File: src/rtl/counter_ud_pkg.sv
// rtl/counter_ud_pkg.sv - shared constants, raw width helper and flag priority enum for counter_ud_param
package counter_ud_pkg;

  localparam logic MODE_WRAP = 1'b0;
  localparam logic MODE_SAT  = 1'b1;

  // Two extra bits hold one step of overshoot above the ceiling and a sign bit below zero.
  function automatic int raw_width(input int width);
    return width + 2;
  endfunction

  typedef enum logic [2:0] {
    FLAG_RESET,
    FLAG_REINIT,
    FLAG_EVENT,
    FLAG_CLEAR,
    FLAG_HOLD
  } flag_prio_e;

endpackage

File: src/rtl/counter_ud_next.sv
// rtl/counter_ud_next.sv - combinational next count: raw sum, wrap/saturate select, limit events
module counter_ud_next
  import counter_ud_pkg::*;
#(
  parameter int WIDTH      = 4,
  parameter int INCR_WIDTH = 2,
  parameter int DECR_WIDTH = 2,
  parameter int MAX_VALUE  = 2**WIDTH-1
) (
  input  logic [WIDTH-1:0]      value,
  input  logic                  reinit,
  input  logic [WIDTH-1:0]      initial_value,
  input  logic                  incr_valid,
  input  logic [INCR_WIDTH-1:0] incr,
  input  logic                  decr_valid,
  input  logic [DECR_WIDTH-1:0] decr,
  input  logic                  sat_en,
  output logic [WIDTH-1:0]      value_next,
  output logic [WIDTH-1:0]      limit,
  output logic                  ovf_event,
  output logic                  unf_event
);

  localparam int RAW_W = raw_width(WIDTH);

  logic [RAW_W-1:0]        add;
  logic [RAW_W-1:0]        sub;
  logic signed [RAW_W-1:0] raw;
  logic signed [RAW_W-1:0] limit_s;

  assign limit   = (sat_en == MODE_SAT) ? WIDTH'(MAX_VALUE) : {WIDTH{1'b1}};
  assign add     = incr_valid ? RAW_W'(incr) : '0;
  assign sub     = decr_valid ? RAW_W'(decr) : '0;
  assign raw     = $signed(RAW_W'(value) + add - sub);
  assign limit_s = $signed(RAW_W'(limit));

  assign ovf_event = raw > limit_s;
  assign unf_event = raw[RAW_W-1];

  // Wrap mode simply drops the upper bits of raw.
  always_comb begin
    value_next = raw[WIDTH-1:0];
    if (reinit) begin
      value_next = initial_value;
    end else if (sat_en == MODE_SAT) begin
      if (ovf_event) begin
        value_next = limit;
      end else if (unf_event) begin
        value_next = '0;
      end
    end
  end

endmodule

File: src/rtl/counter_ud_param.sv
// rtl/counter_ud_param.sv - parametrised up/down counter with wrap/saturate modes and sticky limit flags
module counter_ud_param
  import counter_ud_pkg::*;
#(
  parameter int WIDTH       = 4,
  parameter int INCR_WIDTH  = 2,
  parameter int DECR_WIDTH  = 2,
  parameter int MAX_VALUE   = 2**WIDTH-1,
  parameter int RESET_VALUE = 0
) (
  input  logic                  clk,
  input  logic                  rst_n,
  input  logic                  reinit,
  input  logic [WIDTH-1:0]      initial_value,
  input  logic                  incr_valid,
  input  logic [INCR_WIDTH-1:0] incr,
  input  logic                  decr_valid,
  input  logic [DECR_WIDTH-1:0] decr,
  input  logic                  sat_en,
  input  logic                  clear_flags,
  output logic [WIDTH-1:0]      value,
  output logic [WIDTH-1:0]      value_next,
  output logic                  overflow,
  output logic                  underflow,
  output logic                  at_max,
  output logic                  at_zero
);

  logic [WIDTH-1:0] limit;
  logic             ovf_event;
  logic             unf_event;

  counter_ud_next #(
    .WIDTH     (WIDTH),
    .INCR_WIDTH(INCR_WIDTH),
    .DECR_WIDTH(DECR_WIDTH),
    .MAX_VALUE (MAX_VALUE)
  ) u_next (
    .value        (value),
    .reinit       (reinit),
    .initial_value(initial_value),
    .incr_valid   (incr_valid),
    .incr         (incr),
    .decr_valid   (decr_valid),
    .decr         (decr),
    .sat_en       (sat_en),
    .value_next   (value_next),
    .limit        (limit),
    .ovf_event    (ovf_event),
    .unf_event    (unf_event)
  );

  always_ff @(posedge clk or negedge rst_n) begin
    if (!rst_n) begin
      value <= WIDTH'(RESET_VALUE);
    end else begin
      value <= value_next;
    end
  end

  // An event wins over clear_flags so a same-cycle limit hit is never lost.
  always_ff @(posedge clk or negedge rst_n) begin
    if (!rst_n) begin
      overflow  <= 1'b0;
      underflow <= 1'b0;
    end else if (reinit) begin
      overflow  <= 1'b0;
      underflow <= 1'b0;
    end else begin
      if (ovf_event) begin
        overflow <= 1'b1;
      end else if (clear_flags) begin
        overflow <= 1'b0;
      end
      if (unf_event) begin
        underflow <= 1'b1;
      end else if (clear_flags) begin
        underflow <= 1'b0;
      end
    end
  end

  assign at_max  = value == limit;
  assign at_zero = value == '0;

endmodule
File: config.mk
export PLATFORM = sky130hd
export DESIGN_NAME = counter_ud_param
export DESIGN_NICKNAME = d
export VERILOG_FILES = /design/src/rtl/counter_ud_pkg.sv /design/src/rtl/counter_ud_next.sv /design/src/rtl/counter_ud_param.sv
export SDC_FILE = /design/constraint.sdc
export NUM_CORES = 1
export LEC_CHECK = 0
export ABC_AREA = 1
export CAP_MARGIN = 20
export CORE_MARGIN = 2
export CORE_UTILIZATION = 29
export CTS_CLUSTER_SIZE = 12
export DETAILED_ROUTE_END_ITERATION = 8
export PLACE_DENSITY = 0.6
export SETUP_SLACK_MARGIN = 0.05
export SLEW_MARGIN = 10
export SYNTH_ARGS = -nofsm -noshare
export SYNTH_HDL_FRONTEND = slang
export SYNTH_HIERARCHICAL = 1
export SYNTH_SLANG_ARGS = --single-unit
File: constraint.sdc
create_clock -name clk -period 2.6 [get_ports clk]
set_input_delay 0.52 -clock clk [delete_from_list [all_inputs] [get_ports clk]]
set_output_delay 0.52 -clock clk [all_outputs]
set_load 0.005 [all_outputs]
# Word level (Yosys, flattened, before mapping)
# Cells that the tools add are included.
# totals
inputBits	15
ff_bits	6
output_inout_bits	12
wordCells	21
# classes
muxes	11
n_reduce_logical	3
eq_ne	1
order_cmp	1
add_sub_neg	2
# ops
operator	n
2-to-1 mux 4 bit	4
adder 4 x 6 -> 6 bit	1
greater-than comparator 6 x 5 -> 1 bit, second input constant	1
nonzero test 3 bit	2
subtractor 6 bit	1
2-to-1 mux 1 bit	5
equality test 4 bit, second input constant	1
zero test 4 bit	1
2-to-1 mux 2 bit	2

# Logic depth before layout (Yosys ltp)
# logic_depth
depth_word	7
mapped_depth	16
ltp_nobuf	16

# By module
# The synthesis kept the hierarchy.
# by_module_without_submodules
mod	cells_each	area_per_inst_um2	instances	seq_area_each_um2
counter_ud_next	73	431.7	1	0.0
counter_ud_param	27	244.0	1	150.1

# Least setup slack after synthesis
# OpenSTA, ideal clock, no wires.
# synth_timing
kind	input-to-output
start	input decr_valid
end	output value_next[3]
arrival_time_ns	2.161
stages	13
n_path_buf	0
required_ns	2.080
slack_ns	-0.081
cell_sequence	nand2_1 > inv_1 > fa_1 > fa_1 > inv_1 > nand2_1 > nand2_1 > nand2_1 > nand2_2 > nand3_2 > nor2_2 > nor2_1 > nor2_1
# synth_between
elab_chain_cells	6
word_cells_on_any_way	7
cone_classes	add/sub: 1; order compare: 1; mux: 5
# synth_rtl
item	line	rtl
start, declared	counter_ud_param.sv:17	input logic decr_valid,
2-to-1 mux 2 bit (*)	counter_ud_next.sv:33	assign sub = decr_valid ? RAW_W'(decr) : '0;
subtractor 6 bit (*)	counter_ud_next.sv:34	assign raw = $signed(RAW_W'(value) + add - sub);
greater-than comparator 6 x 5 -> 1 bit or 2-to-1 mux 4 bit (tied branches)	counter_ud_next.sv:37, counter_ud_next.sv:48	
2-to-1 mux 4 bit	counter_ud_next.sv:46	if (ovf_event) begin
2-to-1 mux 4 bit (*)	counter_ud_next.sv:45	end else if (sat_en == MODE_SAT) begin
2-to-1 mux 4 bit (*)	counter_ud_next.sv:43	if (reinit) begin
end, declared	counter_ud_param.sv:22	output logic [WIDTH-1:0] value_next,
# Mark *: on every way between the ends. The rest lies on a longest branch, timed or not.

# Worst setup path in the final report
# Ends and elaborated chain as after synthesis.

==> flow_metrics.env <==
export IMPL_p_int_mw=0.743
export IMPL_cts_tree="done"
export IMPL_fmax_mhz=347
export IMPL_cts_buffers=3
export IMPL_cts_max_level=1
export IMPL_ys_seq_area_share_pct=22.2
export IMPL_cp_end_kind="output port"
export IMPL_ant_nets=0
export IMPL_swShare_pct=43.0
export IMPL_outcome="finished, violations left"
export IMPL_critical_path_class="in -> out"
export IMPL_netlist_instances=100
export IMPL_wirelength_um=1770
export IMPL_combPwrFrac_pct=81.4
export IMPL_core_um2=2210
export IMPL_num_vias=721
export IMPL_period_minus_slack_ns=2.88
export IMPL_netlist_area_um2=676
export IMPL_worst_slack_ns=-0.282
export IMPL_pwr_share_clk_pct=6.9
export IMPL_fin_cells=173
export IMPL_syn_to_final_growth_pct=77.2
export IMPL_dp_cells=163
export IMPL_grt_max_degree=7
export IMPL_ys_types=18
export IMPL_via_per_inst=4.17
export IMPL_drc_errors=0
export IMPL_synth_avg_cell_area_um2=6.76
export IMPL_cts_root_buf="clkbuf_4"
export IMPL_rr_worst_depth=14
export IMPL_rsz0062_at_grt="yes"
export IMPL_clock_latency_ns=0.25
export IMPL_hpwl_um=1430
export IMPL_num_rows=17
export IMPL_maxCapViolCount=0
export IMPL_clockBufferDepth=2
export IMPL_maxSlewViolCount=0
export IMPL_r2r_slack_ns=0.28
export IMPL_synth_seq_cells=6
export IMPL_io_buffers=26
export IMPL_post_route_period_util_pct=111
export IMPL_path_clk_slew_ns=0.05
export IMPL_die_height_um=52.3
export IMPL_overflow=0
export IMPL_diodes=0
export IMPL_seq_power_share_pct=11.7
export IMPL_violations="setup timing"
export IMPL_ioPinCount=27
export IMPL_start_kind="input pin"
export IMPL_fin_nets=170
export IMPL_start_util_pct=30.5
export IMPL_first_iter_violations=11
export IMPL_grt_antenna_before_repair=0
export IMPL_wl_per_cell_um=10.2
export IMPL_setup_violations=4
export IMPL_yosys_warnings=6
export IMPL_drive_gt1_share_pct=40.7
export IMPL_critPathLaunch="decr_valid"
export IMPL_cts_sinks=6
export IMPL_dr_pass1_iters=4
export IMPL_grt_pass1_vias=745
export IMPL_p_leak_nw=0.625
export IMPL_die_x_um=52.3
export IMPL_hold_class="in -> async"
export IMPL_cp_required_ns=2.08
export IMPL_p_total_mw=1.30
export IMPL_p_sw_mw=0.561
export IMPL_irDropWorstVdd_mv=0.707
export IMPL_path_max_fanout=2
export IMPL_worst_r2r_endpoint="overflow"
export IMPL_grt_usage_pct=14.7
export IMPL_cp_arrival_ns=2.36
export IMPL_hold_violations=0
export IMPL_grt_first_pass_wirelength_um=3010
export IMPL_gp_congestion=0.755
export IMPL_finClkSkew_ns=0.0110
export IMPL_die_area_um2=2730
export IMPL_power_density_nw_per_um2=1090
export IMPL_r2r_start="value[1]"
flip-flops by register name (all words and copies together), names as in the netlist:
signal	count
underflow	1
value	4
overflow	1
cells in the final DEF (no fill, tap or decap):
cell and n:
xnor2_1 2, buf_2 7, nor2_1 10, nand3_2 3
xnor2_2 1, nor4_1 1, nand2_4 2, nand3_4 1
ha_4 3, conb_1 4, a21oi_4 1, buf_8 1
buf_4 17, buf_6 1, nand2_1 17, clkdlybuf4s50_1 16
nand2_2 3, a21oi_2 6, nand3_1 3, inv_1 20
a21oi_1 2, fa_1 1, ha_2 1, dfrtp_1 6
nand4_4 1, clkbuf_4 3, inv_2 5, nor2_2 2
fa_2 1, clkdlybuf4s15_1 1, nand4_1 1, ha_1 2
area by class of cell:
cell class	instances	area (um^2)
Clock buffer	3	22.5
Inverter	25	93.8
Sequential cell	6	150
Multi-Input combinational cell	68	537
Timing Repair Buffer	43	359
Fill cell	221	1010
Tap cell	28	35.0
power by group through the flow:
stage	combinational (mW)	clock [mW]	sequential (mW)
finish	1.06	0.0893	0.153
global route	1.17	0.0970	0.159
CTS	0.956	0.0909	0.154
detailed placement	0.844	0	0.155
global placement	0.836	0	0.155
floorplan	0.463	0	0.176
per-stage QoR:
stage	area [um^2]	setup WS [ns]	setup TNS [ns]	util, %	hold WS [ns]
after floorplan	734	0.0285	0	-	0.224
after global placement	1070	-1.11	-5.21	48.6	0.511
after detailed placement	1070	-1.16	-5.60	48.6	0.517
after CTS	1150	-0.293	-0.984	51.8	0.527
after global routing	1200	-0.417	-1.41	54.1	0.541
final	1200	-0.282	-0.995	54.1	0.513
worst max path at each step:
stage | end | cells after the start | slack [ns]
final | value_next[3] | 15 | -0.28
after global routing | value_next[3] | 15 | -0.42
after CTS | value_next[3] | 15 | -0.29
after detailed placement | value_next[3] | 15 | -1.16
after global placement | value_next[3] | 18 | -1.11
after floorplan | value_next[3] | 13 | 0.03
cells by family (layout without fill, tap and decap cells):
| family | after synthesis | after routing | share of synthesized area [%] |
|---|---|---|---|
| compound gates | 9 | 9 | 7.22 |
| other cells | 1 | 4 | 0.555 |
| buf+inv | 29 | 71 | 18.3 |
| flops | 6 | 6 | 22.2 |
| simple gates | 44 | 44 | 30.7 |
| xor+xnor | 3 | 3 | 3.89 |
| fa+ha+maj | 8 | 8 | 17.0 |
cells in the mapped netlist:
master	number	share of area, %
inv_1	25	14
nand2_1	21	12
nor2_1	11	6.1
a21oi_1	8	5.9
dfrtp_1	6	22
ha_1	6	11
buf_4	4	4.4
nand3_1	4	3.0
nand3_2	3	4.4
xnor2_1	3	3.9
fa_1	2	5.9
a21oi_2	1	1.3
conb_1	1	0.56
nand2_2	1	0.93
nand4_1	1	0.93
nand4_2	1	1.9
nor2_2	1	0.93
nor4_1	1	0.93
timing repair:
item | in CTS | in global routing
buffers inserted | 5 | 2
endpoints found under the setup margin | 6 | 4
resized for setup | 51 | 6
hold buffers | 0 | 0
cloned | 0 | 0
pin swaps | 16 | 8
endpoints found under the hold margin | 0 | 0
critical path, cell delays in order:
cell and delay, ns:
buf_8 0.10, nand2_4 0.04, inv_2 0.03, fa_1 0.51
fa_2 0.36, inv_2 0.05, nand2_1 0.04, nand2_1 0.07
nand2_1 0.07, nand2_2 0.10, nand3_2 0.09, nor2_2 0.08
nor2_1 0.05, nor2_1 0.12, buf_2 0.13
routing by layer:
layer | global-route usage, % | share of wire [%] | routed length, um
met1 | 15.8 | 39 | 693
met4 | 5.98 | 0.85 | 15
met3 | 2.00 | 6.4 | 113
met5 | 0 | 0 | 0
met2 | 28.3 | 54 | 949
(Power assumes the default switching activity.)
